<file path="src/rtl/frame_serializer_if.sv">
// frame_serializer_if: word handshake into the serializer
// master drives in_data/in_valid and samples in_ready; slave is the serializer side
interface frame_serializer_if #(
  parameter int WIDTH = 8
);
  logic [WIDTH-1:0] in_data;
  logic in_valid;
  logic in_ready;
  modport master(output in_data, output in_valid, input in_ready);
  modport slave(input in_data, input in_valid, output in_ready);
endinterface

</file>
<file path="src/rtl/frame_serializer.sv">
// frame_serializer: parallel word to serial frame (preamble, data, idle gap)
// ports: clk, rst (async active-high), s (word handshake, slave side),
// databit/bit_valid (serial bit and its qualifier), frame_start/frame_end (boundary pulses), busy
module frame_serializer #(
  parameter int WIDTH = 8,
  parameter int PRE_LEN = 4,
  parameter logic [((PRE_LEN > 0) ? PRE_LEN : 1)-1:0] PREAMBLE = 4'b1010,
  parameter int GAP = 2,
  parameter bit MSB_FIRST = 1
) (
  input  logic clk,
  input  logic rst,
  frame_serializer_if.slave s,
  output logic databit,
  output logic bit_valid,
  output logic frame_start,
  output logic frame_end,
  output logic busy
);
  localparam int M1 = (PRE_LEN > WIDTH) ? PRE_LEN : WIDTH;
  localparam int M2 = (M1 > GAP) ? M1 : GAP;
  localparam int CW = $clog2(M2) + 1;
  localparam int FL = PRE_LEN + WIDTH;
  typedef enum logic [1:0] {S_IDLE, S_PRE, S_DATA, S_GAP} state_t;
  localparam state_t FIRST = (PRE_LEN > 0) ? S_PRE : S_DATA;
  state_t state, nxt_state;
  logic [CW-1:0] cnt, nxt_cnt;
  logic [FL-1:0] fr, nxt_fr, load;
  logic [WIDTH-1:0] ord;
  logic pre_last, data_last, gap_last, accept, nxt_bv, nxt_end;
  assign pre_last = cnt == CW'(PRE_LEN - 1);
  assign data_last = cnt == CW'(WIDTH - 1);
  assign gap_last = cnt == CW'(GAP - 1);
  assign s.in_ready = state == S_IDLE || (GAP > 0 && state == S_GAP && gap_last) ||
                      (GAP == 0 && state == S_DATA && data_last);
  assign accept = s.in_valid && s.in_ready;
  for (genvar i = 0; i < WIDTH; i++) begin : g_ord
    assign ord[i] = MSB_FIRST ? s.in_data[i] : s.in_data[WIDTH-1-i];
  end
  // whole frame is loaded at accept and shifted out MSB first; zeros fill behind it
  if (PRE_LEN > 0) begin : g_pre
    assign load = {PREAMBLE, ord};
  end else begin : g_nopre
    assign load = ord;
  end
  always_ff @(posedge clk or posedge rst) begin
    if (rst) begin
      state <= S_IDLE;
      cnt <= '0;
      fr <= '0;
      databit <= 1'b0;
      bit_valid <= 1'b0;
      frame_start <= 1'b0;
      frame_end <= 1'b0;
      busy <= 1'b0;
    end else begin
      state <= nxt_state;
      cnt <= nxt_cnt;
      fr <= nxt_fr;
      databit <= nxt_fr[FL-1];
      bit_valid <= nxt_bv;
      frame_start <= accept;
      frame_end <= nxt_end;
      busy <= nxt_state != S_IDLE;
    end
  end
  // acceptance only happens in IDLE or on the final tail cycle, so it always restarts a frame
  always_comb begin
    nxt_state = accept ? FIRST :
                state == S_PRE ? (pre_last ? S_DATA : S_PRE) :
                state == S_DATA ? (data_last ? ((GAP > 0) ? S_GAP : S_IDLE) : S_DATA) :
                state == S_GAP ? (gap_last ? S_IDLE : S_GAP) : S_IDLE;
    nxt_cnt = (accept || nxt_state != state || state == S_IDLE) ? '0 : cnt + 1'b1;
  end
  always_comb begin
    nxt_fr = accept ? load : fr << 1;
    nxt_bv = nxt_state == S_PRE || nxt_state == S_DATA;
    nxt_end = nxt_state == S_DATA && nxt_cnt == CW'(WIDTH - 1);
  end
endmodule

</file>
<file path="src/flat_wrapper.sv">
// flat-port wrapper written by rule: the top's interface ports become plain ports
module frame_serializer_flat 
#(
  parameter int WIDTH = 8,
  parameter int PRE_LEN = 4,
  parameter logic [((PRE_LEN > 0) ? PRE_LEN : 1)-1:0] PREAMBLE = 4'b1010,
  parameter int GAP = 2,
  parameter bit MSB_FIRST = 1
)
  (clk, rst, databit, bit_valid, frame_start, frame_end, busy, s_in_data, s_in_valid, s_in_ready);
  frame_serializer_if #(.WIDTH(WIDTH)) s_i ();
  input  logic clk;
  input  logic rst;
  output logic databit;
  output logic bit_valid;
  output logic frame_start;
  output logic frame_end;
  output logic busy;
  input wire logic [$bits(s_i.in_data)-1:0] s_in_data;
  input wire logic [$bits(s_i.in_valid)-1:0] s_in_valid;
  output wire logic [$bits(s_i.in_ready)-1:0] s_in_ready;
  assign s_i.in_data = s_in_data;
  assign s_i.in_valid = s_in_valid;
  assign s_in_ready = s_i.in_ready;
  frame_serializer #(.WIDTH(WIDTH), .PRE_LEN(PRE_LEN), .PREAMBLE(PREAMBLE), .GAP(GAP), .MSB_FIRST(MSB_FIRST)) u_core (.clk(clk), .rst(rst), .s(s_i), .databit(databit), .bit_valid(bit_valid), .frame_start(frame_start), .frame_end(frame_end), .busy(busy));
endmodule
</file>
<file path="config.mk">
export PLATFORM = sky130hd
export DESIGN_NAME = frame_serializer_flat
export DESIGN_NICKNAME = d
export VERILOG_FILES = /design/src/rtl/frame_serializer_if.sv /design/src/rtl/frame_serializer.sv /design/src/flat_wrapper.sv
export SDC_FILE = /design/constraint.sdc
export NUM_CORES = 1
export LEC_CHECK = 0
export CORE_ASPECT_RATIO = 0.6
export CORE_MARGIN = 2
export CORE_UTILIZATION = 46
export DETAILED_ROUTE_END_ITERATION = 10
export GPL_ROUTABILITY_DRIVEN = 1
export GPL_TIMING_DRIVEN = 0
export PLACE_DENSITY = 0.72
export SYNTH_ARGS = -nofsm -noshare
export SYNTH_HDL_FRONTEND = slang
export SYNTH_SLANG_ARGS = --single-unit
</file>
<file path="constraint.sdc">
create_clock -name clk -period 3.6 [get_ports clk]
set_input_delay 0.54 -clock clk [delete_from_list [all_inputs] [get_ports clk]]
set_output_delay 0.54 -clock clk [all_outputs]
set_load 0.02 [all_outputs]
</file>
==> flow_summary.ini <==
[timing]
worst_pin_slew_ns = 0.7992
setup_viol = 0
slew_violations = 0
rsz0062_at_grt = no
fin_setup_tns_ns = 0
fin_skew_ns = 0.003860
fmax_mhz = 371.0
finalHoldViolations = 0
relSlewSlack = 0.4666
fin_crit_sh = 0.7487
finalWorstSetupSlack_ns = 0.9046
period_needed_ns = 2.695

[yosys]
synth_warnings = 0
synth-edff-count = 0
yosysMostFrequentCell = dfrtp_1
synth.top_cell.area_share = 0.5232
synthesis.area_mm2 = 0.001052
synth-seq-cells = 22
synthArstFlopShare = 1.000
syn_inst = 94
yosysSeqAreaShare = 0.5232
yosys-top-cells-count = dfrtp_1, nand2_1, o22ai_1, a21boi_0
syn_nets = 109
netlist_top_cells_area = dfrtp_1, nand2_1, ha_1
yosys.area.top_type = dfrtp_1
syn_area_per_cell_um2 = 11.19
synth_ff_type = dfrtp_1
synth_cell_types = 32

[cells_and_area]
syn2layout_area_growth_pct = 24.61
diodes = 0
final_net_count = 129
drive_above_1_share = 0.1239
design_area_mm2 = 0.001311

[outcome]
status = completed

[grt]
grt_pass1_vias = 652
grt_usage = 0.1525
overflow = 0
grt_pass1_wl_um = 2884
grt_max_degree = 23
antenna_found_initial = 0

[detailed_routing]
drt_iter0_drc = 46
totalWireLength_um = 1814
first_pass_iters = 4
wl_per_cell_um = 12.69
post-route-drc-count = 0
vias = 755
viasPerCell = 5.280
antenna_left = 0

[clock_tree]
clk_latency_ns = 0.26
cts_buffer_depth = 2
ctsResizeCount = 0
cts_sinks = 22
numCtsBuffers = 3
clk_pin_slew_ns = 0.08
hold_buffers = 0
cts_tree = built
cts_root_buf = clkbuf_8
htree_levels = 1
cts_setup_buffers = 0

[setup_path]
startpoint_type = flop
cp_max_fo = 9
reg2reg_depth = 8
reg2reg_slack_ns = 1.12
crit_chain = inv_1 -> ha_1 -> nand3_4 -> o32a_4 -> inv_6 -> clkdlybuf4s50_1
worstReg2RegEnd = u_core.frame_end$_DFF_PP0_
setup.worst_path.end_class = output port
path_delay_family = buffers and inverters
crit_buf_inv = 3
cp_slowest_stage_delay_ns = 0.60
worstPathArrival_ns = 2.16
slowest_stage = clkdlybuf4s50_1
r2r-start = u_core.cnt[0]$_DFF_PP0_
crit_required_ns = 3.06
crit_type = flop to output port

[die]
core.rowCount = 13
coreArea_mm2 = 0.002163
initial_core_util = 0.4864
die_h_um = 41.05
die-area_mm2 = 0.002699
io_pins = 17
die_x_um = 65.75

[placement]
io_buffers = 15
gp_congestion = 0.8279
placed_area_mm2 = 0.001240
dp_hpwl_um = 1289
preCtsSetupSlack_ns = 1.139

[hold_path]
worstHoldStart = u_core.fr[8]$_DFF_PP0_
hold_class = flop to flop
min_to = u_core.fr[9]$_DFF_PP0_
min_path_cells = 1

[power_and_ir_drop]
ir_drop_uv = 405.3
p_per_area_mw_per_mm2 = 870.5
power_leakage_nw = 0.5832

[job]
maxCapViolCount = 0
-- registers in the layout (all words and copies together) (netlist names) --
name	flops
u_core.databit	1
u_core.busy	1
u_core.fr	11
u_core.cnt	4
u_core.state	2
u_core.frame_start	1
u_core.bit_valid	1
u_core.frame_end	1
-- placed cells by master (no fill, tap or decap) --
cell / Yosys / layout
dfrtp_1: 22 / 22
nand2_1: 15 / 15
clkdlybuf4s50_1: 0 / 15
o22ai_1: 7 / 7
a21boi_0: 5 / 5
inv_1: 4 / 4
ha_1: 4 / 4
buf_6: 3 / 3
o21ai_0: 3 / 3
nor3_1: 3 / 3
clkbuf_8: 0 / 3
buf_2: 2 / 2
nand2b_1: 2 / 2
a21oi_1: 2 / 2
clkbuf_1: 2 / 2
a21o_1: 2 / 2
nand3_4: 1 / 1
nor2_1: 1 / 1
a31o_2: 1 / 1
o31a_1: 1 / 1
o31ai_1: 1 / 1
o32a_4: 1 / 1
inv_6: 1 / 1
nand3b_1: 1 / 1
a221o_1: 1 / 1
nand3_1: 1 / 1
xor2_1: 1 / 1
a221oi_1: 1 / 1
and2_1: 1 / 1
nor4b_4: 1 / 1
or3b_1: 1 / 1
and3_1: 1 / 1
or4b_1: 1 / 1
a211oi_1: 1 / 1
bufinv_16: 0 / 1
-- worst max-delay path by stage --
stage                       startpoint                          to  cells after the start
2_1_floorplan  u_core.cnt[0]$_DFF_PP0_  u_core.frame_end$_DFF_PP0_                      8
3_3_place_gp   u_core.cnt[0]$_DFF_PP0_  u_core.frame_end$_DFF_PP0_                      8
3_5_place_dp   u_core.cnt[0]$_DFF_PP0_  u_core.frame_end$_DFF_PP0_                      8
5_1_grt        u_core.cnt[1]$_DFF_PP0_                  s_in_ready                      6
4_1_cts        u_core.cnt[1]$_DFF_PP0_                  s_in_ready                      6
6_report       u_core.cnt[1]$_DFF_PP0_                  s_in_ready                      6
-- area by class of cell --
type / instances / area [µm²]
Inverter: 5 / 23.77
Tap cell: 30 / 37.54
Clock inverter: 1 / 30.03
Timing Repair Buffer: 15 / 150.1
Fill cell: 180 / 852.1
Clock buffer: 3 / 41.29
Buffer: 7 / 51.30
Sequential cell: 22 / 550.5
Multi-Input combinational cell: 60 / 426.7
-- through the flow --
| stage | hold slack (ns) | cells | util | power [mW] |
|---|---|---|---|---|
| after detailed placement | 0.4156 | 139 | 0.5732 | 0.9181 |
| after global routing | 0.4547 | 143 | 0.6061 | 1.225 |
| after global placement | 0.4116 | 139 | 0.5732 | 0.9027 |
| after CTS | 0.4346 | 143 | 0.6061 | 1.151 |
| after floorplan | 0.4044 | 94 | - | 0.7711 |
| final | 0.4291 | 143 | 0.6061 | 1.141 |
-- worst reg2reg max path, stage by stage, from the launching register on --
cell and delay (ns):
dfrtp_1 0.43, ha_1 0.27, nand3_4 0.14, o32a_4 0.24, inv_6 0.06, a221oi_1 0.42, ha_1 0.23, or4b_1 0.43
a211oi_1 0.19
-- kinds of logic (layout without fill, tap and decap cells) --
kind of cell | count (synthesis) | in the layout | synth area share
XOR/XNOR | 1 | 1 | 0.008325
AND/OR/NAND/NOR | 29 | 29 | 0.1641
flip-flops | 22 | 22 | 0.5232
AO/OA/AOI/OAI | 26 | 26 | 0.1855
buffers and inverters | 12 | 31 | 0.07134
adder cells (fa/ha/maj) | 4 | 4 | 0.04756
-- routing by layer --
layer	part of all wire	global-route usage
met2	0.43	0.2500
met1	0.50	0.1872
met4	0.013	0.06250
met5	0	0
met3	0.058	0.05769
-- power breakdown --
part           total, mW  switching, mW  internal (mW)
combinational      0.530          0.290          0.240
sequential         0.385         0.0351          0.350
clock              0.226         0.0778          0.148
Note: power is estimated with default switching activity, not from simulation.
